<file path="config.mk">
export PLATFORM = sky130hd
export DESIGN_NAME = uart_tx_arbiter
export DESIGN_NICKNAME = d
export VERILOG_FILES = /design/src/rtl/uart_tx_arbiter.sv
export SDC_FILE = /design/constraint.sdc
export NUM_CORES = 1
export LEC_CHECK = 0
export ABC_AREA = 1
export ABC_CLOCK_PERIOD_IN_PS = 3400
export CORE_MARGIN = 4
export CORE_UTILIZATION = 40
export DETAILED_ROUTE_END_ITERATION = 8
export DONT_BUFFER_PORTS = 1
export GPL_ROUTABILITY_DRIVEN = 1
export HOLD_SLACK_MARGIN = 0.06
export PLACE_DENSITY_LB_ADDON = 0.05
export SLEW_MARGIN = 20
export SYNTH_ARGS = -nofsm -noshare
export SYNTH_HDL_FRONTEND = slang
export SYNTH_SLANG_ARGS = --single-unit
</file>
<file path="constraint.sdc">
create_clock -name clk -period 3.4 [get_ports clk]
set_clock_uncertainty 0.2 [all_clocks]
set_input_delay 0.68 -clock clk [delete_from_list [all_inputs] [get_ports clk]]
set_output_delay 0.68 -clock clk [all_outputs]
set_load 0.01 [all_outputs]
</file>
<file path="src/rtl/uart_tx_arbiter.sv">
// uart_tx_arbiter: round-robin arbiter merging NUM_REQ byte producers onto the
// single UART0 transmit byte stream, with a one-entry registered output stage.
// Optional feature macro: UART_ARB_LOCK_EN -- when defined, a requester that
// starts a message keeps the grant until it sends a byte flagged req_last.
module uart_tx_arbiter #(
    parameter  int NUM_REQ = 4,
    parameter  int DATA_W  = 8,
    localparam int SRC_W   = $clog2(NUM_REQ)
) (
    input  logic                      clk,
    input  logic                      reset,
    input  logic [NUM_REQ-1:0]        req_valid,
    input  logic [NUM_REQ*DATA_W-1:0] req_data,
    input  logic [NUM_REQ-1:0]        req_last,
    output logic [NUM_REQ-1:0]        req_ready,
    output logic                      out_valid,
    output logic [DATA_W-1:0]         out_data,
    output logic [SRC_W-1:0]          out_src,
    input  logic                      out_ready,
    output logic                      busy
);

    typedef enum logic {
        IDLE = 1'b0,
        SEND = 1'b1
    } state_t;

    state_t             state;
    state_t             state_next;
    logic [SRC_W-1:0]   rr_ptr;
    logic               can_load;
    logic               grant_found;
    logic [SRC_W-1:0]   grant_idx;
    logic [DATA_W-1:0]  grant_data;
    logic               load;
    logic [SRC_W-1:0]   scan;
    int                 scan_sum;
    logic               locked;

    // Next round-robin position after idx, wrapping at NUM_REQ-1.
    function automatic logic [SRC_W-1:0] ptr_inc(input logic [SRC_W-1:0] idx);
        if (idx == SRC_W'(NUM_REQ - 1)) return '0;
        return idx + SRC_W'(1);
    endfunction

`ifdef UART_ARB_LOCK_EN
    logic [SRC_W-1:0] lock_id;

    // Track the message owner: lock on a non-last byte, release on its last byte.
    always_ff @(posedge clk) begin
        // NOTE: sequential state uses non-blocking assignments so every register
        // samples the pre-edge values, independent of block ordering.
        if (reset) begin
            locked  <= 1'b0;
            lock_id <= '0;
        end else if (load) begin
            if (locked) begin
                if (req_last[lock_id]) locked <= 1'b0;
            end else if (!req_last[grant_idx]) begin
                locked  <= 1'b1;
                lock_id <= grant_idx;
            end
        end
    end
`else
    // Per-byte arbitration only; there is never a message owner.
    assign locked = 1'b0;
`endif

    // The output register can take a new byte when empty or being drained.
    assign can_load = !out_valid || out_ready;

    // Pick the first valid requester at or after rr_ptr, or the lock owner.
    always_comb begin
        // NOTE: every signal driven here gets a default first, so no path
        // through the block leaves a value held and no latch is inferred.
        grant_found = 1'b0;
        grant_idx   = '0;
        scan        = '0;
        scan_sum    = 0;
        for (int k = 0; k < NUM_REQ; k++) begin
            scan_sum = int'(rr_ptr) + k;
            if (scan_sum >= NUM_REQ) scan_sum = scan_sum - NUM_REQ;
            scan = SRC_W'(scan_sum);
            if (!grant_found && req_valid[scan]) begin
                grant_found = 1'b1;
                grant_idx   = scan;
            end
        end
`ifdef UART_ARB_LOCK_EN
        if (locked) begin
            grant_found = req_valid[lock_id];
            grant_idx   = lock_id;
        end
`endif
    end

    // Select the winner's byte and raise its one-hot ready.
    always_comb begin
        grant_data = '0;
        req_ready  = '0;
        for (int i = 0; i < NUM_REQ; i++) begin
            if (grant_idx == SRC_W'(i)) grant_data = req_data[i*DATA_W +: DATA_W];
        end
        if (load) req_ready[grant_idx] = 1'b1;
    end

    assign load = grant_found && can_load && !reset;

    // Capture the accepted byte and its source; hold while stalled.
    always_ff @(posedge clk) begin
        if (reset) begin
            out_data <= '0;
            out_src  <= '0;
        end else if (load) begin
            out_data <= grant_data;
            out_src  <= grant_idx;
        end
    end

    // Advance the fairness pointer past the winner, frozen inside a locked message.
    always_ff @(posedge clk) begin
        if (reset) begin
            rr_ptr <= '0;
        end else if (load && (!locked || req_last[grant_idx])) begin
            rr_ptr <= ptr_inc(grant_idx);
        end
    end

    // FSM state register.
    always_ff @(posedge clk) begin
        if (reset) state <= IDLE;
        else       state <= state_next;
    end

    // FSM next state: SEND while the output register holds a byte.
    always_comb begin
        state_next = state;
        case (state)
            IDLE:    if (load) state_next = SEND;
            SEND:    if (out_ready && !load) state_next = IDLE;
            default: state_next = IDLE;
        endcase
    end

    // FSM outputs.
    always_comb begin
        out_valid = (state == SEND);
        busy      = (state == SEND) || locked;
    end

endmodule
</file>
==> reports/qor.txt, run 1 <==
Achievable frequency = 0.320 GHz
Effective utilization at floorplan = 42.5%
Share of cells above drive strength 1 = 10.9%
Drt first-iter violations = 61
Reg power frac = 25.5%
Core region area = 2520 µm²
Reg clk slew, reported paths = 0.08 ns
Final WL = 2.53 mm
Port Buffers = 0
# diodes = 0
Post-route minimum period = 3.12 ns
Max IR drop VDD = 0.000526 V
Slew margin rel. = 83.4%
Total number of yosys warnings = 0
Number of levels the H-tree was split into = 1
DP Wirelength = 2.13 mm
Fraction of power consumed by the clock network = 7.8%
Gpl congestion = 0.893
Number of antenna violations at the first check in global routing = 0
IO Count = 59
Post-Synthesis Net Count = 231
Number of standard-cell rows in the floorplan = 18
Via count of the first global-routing pass = 983
Total count of hold-check failures in the final report = 0
Category of the most critical setup path = reg2out
Internal power component = 0.560 mW
Vias after detailed routing = 1102
Number of maximum-capacitance constraint violations = 0
Largest fanout of any net on the critical path = 14
Total die area = 3570 µm²
Flop and latch count out of synthesis = 13
Most frequent cells in the layout = sky130_fd_sc_hd__nand2_1, sky130_fd_sc_hd__o21ai_0, sky130_fd_sc_hd__inv_1, sky130_fd_sc_hd__a21oi_1, sky130_fd_sc_hd__dfxtp_1
Final setup violation count = 0
Share of total power in combinational logic = 66.7%
Count of unresolved DRC violations after routing = 0
Post-Route M1 WL = 1.00 mm
CTS-repair resized insts = 1
Post-Route Utilization = 44.1%
Routed WL per cell = 11.9 µm
Fin Setup TNS = 0 ns
Layout overhead on the synthesized area = 3.85%
Final cell area excluding filler cells = 1110 µm²
Top layer used by detailed routing = met3
Kind of end point of the critical path = primary output
Clock latency on the worst-skew pair = 0.27 ns
Grt ovf = 0
Setup slack after layout = 0.275 ns
Pin count of the biggest net entering global routing = 20
Metal2 WL = 1.31 mm
RSZ-0062 raised after global routing = no
Root buffer selected by CTS = sky130_fd_sc_hd__clkbuf_4
DR pass1 iterations = 4
Combined global-route utilization of all metal layers = 14.6%
P per Cell Area = 1070 nW/µm²
Sequential element share of the synthesized area = 24.3%
TritonCTS sink count = 13
Synthesized cell area = 1070 µm²
Run status = finished clean
Clock buffer count from CTS = 3
Die span in x = 59.8 µm
Post-CTS repair timing setup buffer count = 0
Crit start category = flip-flop
Data arrival at the endpoint of the critical path = 2.24 ns
Req. time, crit path = 2.52 ns
Count of distinct cell types in the synthesized netlist = 22
Overall die height = 59.8 µm
Post-Syn Area per Cell = 5.83 µm²
Post-layout nets = 231
Number of instances in the synthesized netlist = 184
Remaining antenna violation count after routing = 0
Pre-CTS WS = 0.238 ns
Number of vias per cell after detailed routing = 5.17
Fin crit share = 91.9%
Quantity of hold-fixing buffers added after cts = 0
Transition time at the pin with the least slew margin = 0.246 ns
Met3 wire length = 210 µm
Leakage power figure = 0.529 nW
Maximum clock path buffer count = 2
Wire length of the first global-routing pass = 4.06 mm
Sw power = 0.631 mW
Leading cell type in the layout, fill and taps excluded = sky130_fd_sc_hd__nand2_1
Switching part of the total power = 53.0%
Cell area after placement = 1070 µm²
TritonCTS clock tree = yes
Class of the worst hold path = in2reg
Design Power = 1.19 mW
Max-slew violation count = 0
==> through the flow <==
stage          cells  hold slack (ns)
6_report         213            0.256
5_1_grt          213            0.223
4_1_cts          213            0.247
3_5_place_dp     209            0.302
3_3_place_gp     209            0.303
2_1_floorplan    184            0.289
==> power by group through the flow <==
stage	logic [mW]	clock network, mW	registers, mW
2_1_floorplan	0.647	0	0.282
3_3_place_gp	0.788	0	0.304
3_5_place_dp	0.802	0	0.305
4_1_cts	0.804	0.0967	0.302
5_1_grt	0.929	0.109	0.314
6_report	0.794	0.0930	0.304
==> layout make-up <==
cell class | count | area, µm²
multi-input cells | 145 | 693
inverters | 18 | 67.6
flip-flops and latches | 13 | 265
well taps | 30 | 37.5
clock inverters | 1 | 5.00
repair buffers | 3 | 22.5
clock buffers | 3 | 22.5
fillers | 283 | 1410
==> flip-flops by register name, summed over array words and instances, names as in the netlist <==
register  cells
out_data      8
busy          1
rr_ptr        2
out_src       2
==> worst max-delay path: stages, from the launching register on <==
cell                      delay [ns]
sky130_fd_sc_hd__dfxtp_4        0.43
sky130_fd_sc_hd__inv_1          0.12
sky130_fd_sc_hd__nand2_1        0.08
sky130_fd_sc_hd__nand2_1        0.09
sky130_fd_sc_hd__nand2_1        0.10
sky130_fd_sc_hd__nand2_2        0.08
sky130_fd_sc_hd__nor2_4         0.13
sky130_fd_sc_hd__nand3_1        0.09
sky130_fd_sc_hd__nand2_1        0.06
sky130_fd_sc_hd__nand2_1        0.13
sky130_fd_sc_hd__inv_1          0.12
sky130_fd_sc_hd__ha_2           0.28
sky130_fd_sc_hd__inv_1          0.06
sky130_fd_sc_hd__nor2_1         0.20
==> synth_stat cells <==
cell type                  number  share of area (%)
sky130_fd_sc_hd__inv_1         17                6.0
sky130_fd_sc_hd__a21oi_2        1               0.82
sky130_fd_sc_hd__nor2_1         9                3.2
sky130_fd_sc_hd__nand4_1        1               0.58
sky130_fd_sc_hd__o21ai_0       22                 10
sky130_fd_sc_hd__clkbuf_1       4                1.4
sky130_fd_sc_hd__nand2_1       74                 26
sky130_fd_sc_hd__nand3_2        1               0.93
sky130_fd_sc_hd__inv_2          1               0.35
sky130_fd_sc_hd__dfxtp_1       13                 24
sky130_fd_sc_hd__buf_4          1               0.70
sky130_fd_sc_hd__buf_6          1                1.1
sky130_fd_sc_hd__buf_1          1               0.35
sky130_fd_sc_hd__nand3_1        9                4.2
sky130_fd_sc_hd__a21oi_1       16                7.5
sky130_fd_sc_hd__buf_12         1                1.9
sky130_fd_sc_hd__nand2_4        2                2.1
sky130_fd_sc_hd__nor2_4         1                1.1
sky130_fd_sc_hd__nand2_2        3                1.8
sky130_fd_sc_hd__nand3b_1       1               0.70
sky130_fd_sc_hd__ha_1           4                4.7
sky130_fd_sc_hd__o21ai_1        1               0.47
==> cells by family after synthesis <==
logic type | count (synthesis) | synth area share (%)
AND/OR/NAND/NOR | 101 | 40.4
AO/OA/AOI/OAI | 40 | 19.0
buffers and inverters | 26 | 11.7
flip-flops | 13 | 24.3
adder cells (fa/ha/maj) | 4 | 4.67
==> per-layer routing <==
layer / global-route usage (%) / up-vias
met1: 16.3 / 474
met4: 0.949 / 0
met2: 26.7 / 45
met5: 0 / -
li1: - / 583
met3: 6.05 / 0
==> path summary, 6_finish.rpt <==
kind	startpoint	end	slack (ns)	cells past startpoint
hold reg to reg	out_data[2]	out_data[2]	0.31	2
hold / removal	reset	out_data[7]	0.26	1
setup reg to reg	rr_ptr[0]	out_data[3]	0.69	18
setup / recovery	rr_ptr[0]	req_ready[1]	0.28	13
No activity file was read; power rests on OpenSTA's default activity.
==> run 2: changes to the inputs <==
Settings changed: CORE_UTILIZATION 40 to 35, SKIP_LAST_GASP from default to 1.
==> run 2 against run 1 <==
  * First-iteration DRC count fell by 34%
  * Sequential power about the same
  * Worst hold slack improved by 0.0024 ns
  * Die area grew 12%
  * Critical path type unchanged
  * Worst setup slack lost 0.018 ns
  * Utilization decreased by 5.2 points
  * Count of clock-buffer cells in the layout unchanged
  * Combinational power hardly changed
  * Total power shrank 0.21%
  * Largest power group unchanged
  * Register-to-register slack worse by 0.08 ns
  * Critical path depth is the same
==> reports/qor.txt, run 2 (synthesis gave the netlist of run 1 again) <==
Overall die height = 63.4 µm (+6.0%)
Total die area = 4010 µm² (+12%)
Number of antenna violations at the first check in global routing = 0 (unchanged)
Area taken by flip-flops and latches = 264 µm² (-0.47%)
Kind of end point of the critical path = primary output
Post-route minimum period = 3.14 ns (+0.0177 ns)
Reg clk slew, reported paths = 0.08 ns (about the same)
Die span in x = 63.4 µm (+6.0%)
Leading cell type in the layout, fill and taps excluded = sky130_fd_sc_hd__nand2_1
Run status = finished clean
Top Registers = out_data (8), out_src (2), rr_ptr (2)
Effective utilization at floorplan = 37.6% (-4.9 points)
RSZ-0062 raised after global routing = no
Share of cells above drive strength 1 = 9.84% (-1.1 points)
TritonCTS sink count = 13 (unchanged)
Category of the most critical setup path = reg2out
Layout overhead on the synthesized area = 3.50%
Multi-input combinational cell area = 689 µm² (-0.54%)
Setup slack after layout = 0.257 ns (-0.0177 ns)
Number of maximum-capacitance constraint violations = 0 (unchanged)
DP Wirelength = 2.24 mm (+5.4%)
DR pass1 iterations = 4 (unchanged)
Req. time, crit path = 2.52 ns (about the same)
P per Cell Area = 1070 nW/µm² (+0.12%)
Via count of the first global-routing pass = 1058 (+7.6%)
Slew margin rel. = 80.7% (-2.8 points)
Largest fanout of any net on the critical path = 10 (-4)
Fill count = 335 (+18%)
Quantity of hold-fixing buffers added after cts = 0 (unchanged)
Achievable frequency = 0.318 GHz (-0.56%)
Fin Setup TNS = 0 ns (unchanged)
Post-Route Utilization = 38.9% (-5.2 points)
Combined global-route utilization of all metal layers = 13.6% (-1.0 points)
Fin crit share = 92.4% (+0.52 points)
Crit start category = flip-flop
Design Power = 1.19 mW (-0.21%)
Routed WL per cell = 12.4 µm (+4.4%)
Most numerous cell on the critical path = sky130_fd_sc_hd__nand2_1
Class of the worst hold path = in2reg
Standard cell with the maximum stage delay on the critical path = sky130_fd_sc_hd__dfxtp_1
Clock buffer count from CTS = 3 (unchanged)
Port Buffers = 0 (unchanged)
Leakage power figure = 0.527 nW (-0.31%)
Root buffer selected by CTS = sky130_fd_sc_hd__clkbuf_4
Vias after detailed routing = 1077 (-2.3%)
Data arrival at the endpoint of the critical path = 2.26 ns (+0.02 ns)
Final setup violation count = 0 (unchanged)
Total count of hold-check failures in the final report = 0 (unchanged)
Most frequent cells in the layout = sky130_fd_sc_hd__nand2_1, sky130_fd_sc_hd__o21ai_0, sky130_fd_sc_hd__inv_1, sky130_fd_sc_hd__a21oi_1, sky130_fd_sc_hd__dfxtp_1
Pre-CTS WS = 0.181 ns (-0.0574 ns)
Gpl congestion = 0.769 (-14%)
# diodes = 0 (unchanged)
Grt ovf = 0 (unchanged)
Max IR drop VDD = 0.000372 V (-29%)
IO Count = 59 (unchanged)
Pin count of the biggest net entering global routing = 20 (unchanged)
Final worst hold slack = 0.258 ns (+0.00244 ns)
Flip-flop count of the largest register after layout = 8 (unchanged)
Wire length of the first global-routing pass = 4.44 mm (+9.2%)
Drt first-iter violations = 40 (-34%)
Transition time at the pin with the least slew margin = 0.288 ns (+0.0421 ns)
Post-CTS repair timing setup buffer count = 0 (unchanged)
Count of unresolved DRC violations after routing = 0 (unchanged)
Maximum clock path buffer count = 2 (unchanged)
Worst-path cell chain = inv_1, nand2_1, nand2_1, nand2_1, nand2_2, nor2_4, nand3_1, nand2_1, nand2_1, inv_1, ha_2, inv_1, nor2_1
Post-layout nets = 231 (unchanged)
Flop-to-flop setup slack = 0.61 ns (-0.08 ns)
Register with the highest flop count = out_data
Number of levels the H-tree was split into = 1 (unchanged)
Clock latency on the worst-skew pair = 0.27 ns (about the same)
Maximum cell stage delay along the critical path = 0.45 ns (+0.02 ns)
Core region area = 2850 µm² (+13%)
Number of vias per cell after detailed routing = 5.03 (-2.7%)
Number of standard-cell rows in the floorplan = 19 (+1)
Final WL = 2.65 mm (+4.9%)
Remaining antenna violation count after routing = 0 (unchanged)
Max-slew violation count = 0 (unchanged)
TritonCTS clock tree = yes
-- run 2: what timing repair did --
item / CTS / global route
gates cloned: 0 / 0
setup endpoints to repair: 1 / 1
hold endpoints to repair: 0 / 0
gates resized for setup: 1 / 2
-- run 2: path summary, 6_finish.rpt --
path,start,to,cells after the start
min reg2reg,out_data[1],out_data[1],2
min,reset,out_data[7],1
max,rr_ptr[1],req_ready[1],13
max reg2reg,rr_ptr[0],out_data[2],19
-- run 2: critical path: cells and delay by family, from the launching register on --
kind	cells	cell delay, ns
flops	1	0.45
simple gates	9	0.96
fa+ha+maj	1	0.29
buf+inv	3	0.30
-- run 2: final cells by class --
| cell class | instances | area share, % |
|---|---|---|
| Multi-Input combinational cell | 145 | 62.1 |
| Sequential cell | 13 | 23.8 |
| Inverter | 18 | 6.09 |
| Tap cell | 31 | 3.49 |
| Clock buffer | 3 | 2.03 |
| Timing Repair Buffer | 3 | 2.03 |
| Clock inverter | 1 | 0.451 |
-- run 2: through the flow --
stage	std cells	cell area [µm²]
2_1_floorplan	184	1070
3_3_place_gp	210	1080
3_5_place_dp	210	1080
4_1_cts	214	1100
5_1_grt	214	1110
6_report	214	1110
-- run 2: routing by layer --
layer  global-route usage, %  vias up  routed length, µm
met3                    5.51        2                198
li1                        -      578                  -
met5                       0        -                  0
met1                    14.6      464               1060
met2                    24.5       33               1380
met4                    3.23        0                 14
-- run 2: power by group --
| part | internal, mW | switching [mW] |
|---|---|---|
| sequential | 0.217 | 0.0841 |
| combinational | 0.297 | 0.497 |
| clock | 0.0436 | 0.0503 |
==> run 3: changes to the inputs <==
Settings changed: PLACE_DENSITY_LB_ADDON 0.05 to 0.12.
==> run 3 against run 2 <==
  * Non-clock buffer count did not move
  * Die area did not move
  * Largest cell class unchanged
  * Total power rose by 3.2%
  * Global-route usage fell by 0.34 points
  * Critical path depth did not move
  * Cell area rose by 0.79%
  * Critical path type unchanged
  * First-iteration DRC count rose by 25%
  * Sequential share of layout area fell by 0.19 points
  * Highest routed layer is now met3
==> reports/qor.txt, run 3 (synthesis gave the netlist of run 1 again) <==
Maximum clock path buffer count = 2 (unchanged)
Final worst hold slack = 0.260 ns (+0.00235 ns)
Transition time at the pin with the least slew margin = 0.298 ns (+0.0102 ns)
Flop-to-flop setup slack = 0.65 ns (+0.04 ns)
Combined global-route utilization of all metal layers = 13.2% (-0.34 points)
Number of maximum-capacitance constraint violations = 0 (unchanged)
Register with the highest flop count = out_data
DP Cell Count = 210 (unchanged)
Final WL = 2.69 mm (+1.6%)
Largest fanout of any net on the critical path = 7 (-3)
RSZ-0062 raised after global routing = no
Flip-flop count of the largest register after layout = 8 (unchanged)
Setup slack after layout = 0.317 ns (+0.0596 ns)
Grt ovf = 0 (unchanged)
Class of the worst hold path = in2reg
Fin Setup TNS = 0 ns (unchanged)
Achievable frequency = 0.324 GHz (+1.9%)
Wire length of the first global-routing pass = 4.40 mm (-0.92%)
Via count of the first global-routing pass = 995 (-6.0%)
Core region area = 2850 µm² (unchanged)
Cell area after placement = 1080 µm² (unchanged)
Layout overhead on the synthesized area = 4.32%
Req. time, crit path = 2.52 ns (about the same)
Routed WL per cell = 12.6 µm (+1.6%)
IO Count = 59 (unchanged)
Root buffer selected by CTS = sky130_fd_sc_hd__clkbuf_4
Final Instance Count excl. Fillers = 214 (unchanged)
Category of the most critical setup path = reg2out
Pre-CTS WS = 0.186 ns (+0.00540 ns)
Max IR drop VDD = 0.000472 V (+27%)
Die span in x = 63.4 µm (unchanged)
Leakage power figure = 0.526 nW (-0.19%)
Port Buffers = 0 (unchanged)
Total count of hold-check failures in the final report = 0 (unchanged)
Design Power = 1.23 mW (+3.2%)
Slew margin rel. = 80.0% (-0.68 points)
P per Cell Area = 1100 nW/µm² (+2.4%)
Top Registers = out_data (8), out_src (2), rr_ptr (2)
Total die area = 4010 µm² (unchanged)
Leading cell type in the layout, fill and taps excluded = sky130_fd_sc_hd__nand2_1
Final cell area excluding filler cells = 1120 µm² (+0.79%)
Data arrival at the endpoint of the critical path = 2.20 ns (-0.06 ns)
# diodes = 0 (unchanged)
TritonCTS sink count = 13 (unchanged)
Count of unresolved DRC violations after routing = 0 (unchanged)
Fill count = 332 (-0.90%)
Number of antenna violations at the first check in global routing = 0 (unchanged)
Post-route minimum period = 3.08 ns (-0.0596 ns)
Post-Route Utilization = 39.2% (+0.31 points)
Pin count of the biggest net entering global routing = 20 (unchanged)
Post-CTS repair timing setup buffer count = 0 (unchanged)
Overall die height = 63.4 µm (unchanged)
Clock latency on the worst-skew pair = 0.27 ns (about the same)
Remaining antenna violation count after routing = 0 (unchanged)
Fin crit share = 90.7% (-1.8 points)
Share of cells above drive strength 1 = 9.29% (-0.55 points)
Worst r2r path cells = 19 (unchanged)
Gpl congestion = 0.868 (+13%)
Area taken by flip-flops and latches = 264 µm² (unchanged)
Number of vias per cell after detailed routing = 5.18 (+2.9%)
Reg clk slew, reported paths = 0.08 ns (about the same)
TritonCTS clock tree = yes
Number of levels the H-tree was split into = 1 (unchanged)
Number of standard-cell rows in the floorplan = 19 (unchanged)
Run status = finished clean
Hold-critical path depth = 1 (unchanged)
Post-layout nets = 231 (unchanged)
Most frequent cells in the layout = sky130_fd_sc_hd__nand2_1, sky130_fd_sc_hd__o21ai_0, sky130_fd_sc_hd__inv_1, sky130_fd_sc_hd__a21oi_1, sky130_fd_sc_hd__dfxtp_1
Vias after detailed routing = 1108 (+2.9%)
Crit start category = flip-flop
Final setup violation count = 0 (unchanged)
Multi-input combinational cell area = 699 µm² (+1.5%)
DR pass1 iterations = 4 (unchanged)
Kind of end point of the critical path = primary output
Max-slew violation count = 0 (unchanged)
Drt first-iter violations = 50 (+25%)
Clock buffer count from CTS = 3 (unchanged)
Quantity of hold-fixing buffers added after cts = 0 (unchanged)
DP Wirelength = 2.23 mm (-0.55%)
Effective utilization at floorplan = 37.6% (unchanged)
run 3: metal layers:
metal / global-route usage, % / vias up / part of all wire (%)
met1: 18.5 / 483 / 49
met3: 3.91 / 0 / 7.6
met5: 0 / - / 0
met2: 19.8 / 40 / 43
li1: - / 585 / -
met4: 3.23 / 0 / 0
run 3: power breakdown:
group / internal [mW] / total, mW / switching (mW)
Clock: 0.0454 / 0.0939 / 0.0486
Combinational: 0.307 / 0.830 / 0.523
Sequential: 0.217 / 0.303 / 0.0852
run 3: what timing repair did:
item                                    CTS  global route
endpoints found under the setup margin    1             3
resized for setup                         1             3
endpoints found under the hold margin     0             0
run 3: critical path, stage by stage, from the launching register on:
cell                      delay [ns]
sky130_fd_sc_hd__dfxtp_1        0.44
sky130_fd_sc_hd__inv_1          0.12
sky130_fd_sc_hd__nand2_1        0.08
sky130_fd_sc_hd__nand2_1        0.10
sky130_fd_sc_hd__nand2_1        0.10
sky130_fd_sc_hd__nand2_2        0.07
sky130_fd_sc_hd__nor2_4         0.13
sky130_fd_sc_hd__nand3_1        0.09
sky130_fd_sc_hd__nand2_1        0.08
sky130_fd_sc_hd__nand2_1        0.12
sky130_fd_sc_hd__inv_1          0.15
sky130_fd_sc_hd__ha_1           0.18
sky130_fd_sc_hd__inv_1          0.07
sky130_fd_sc_hd__nor2_1         0.21
run 3: final timing paths:
| path | startpoint | to |
|---|---|---|
| setup / recovery | rr_ptr[1] | req_ready[3] |
| hold / removal | reset | out_data[7] |
| setup reg to reg | rr_ptr[0] | out_data[3] |
| hold reg to reg | out_data[6] | out_data[6] |
run 3: area by class of cell:
class / count / share of cell area, %
inverters: 18 / 6.04
repair buffers: 3 / 2.01
multi-input cells: 145 / 62.5
flip-flops and latches: 13 / 23.6
well taps: 31 / 3.47
clock buffers: 4 / 2.35
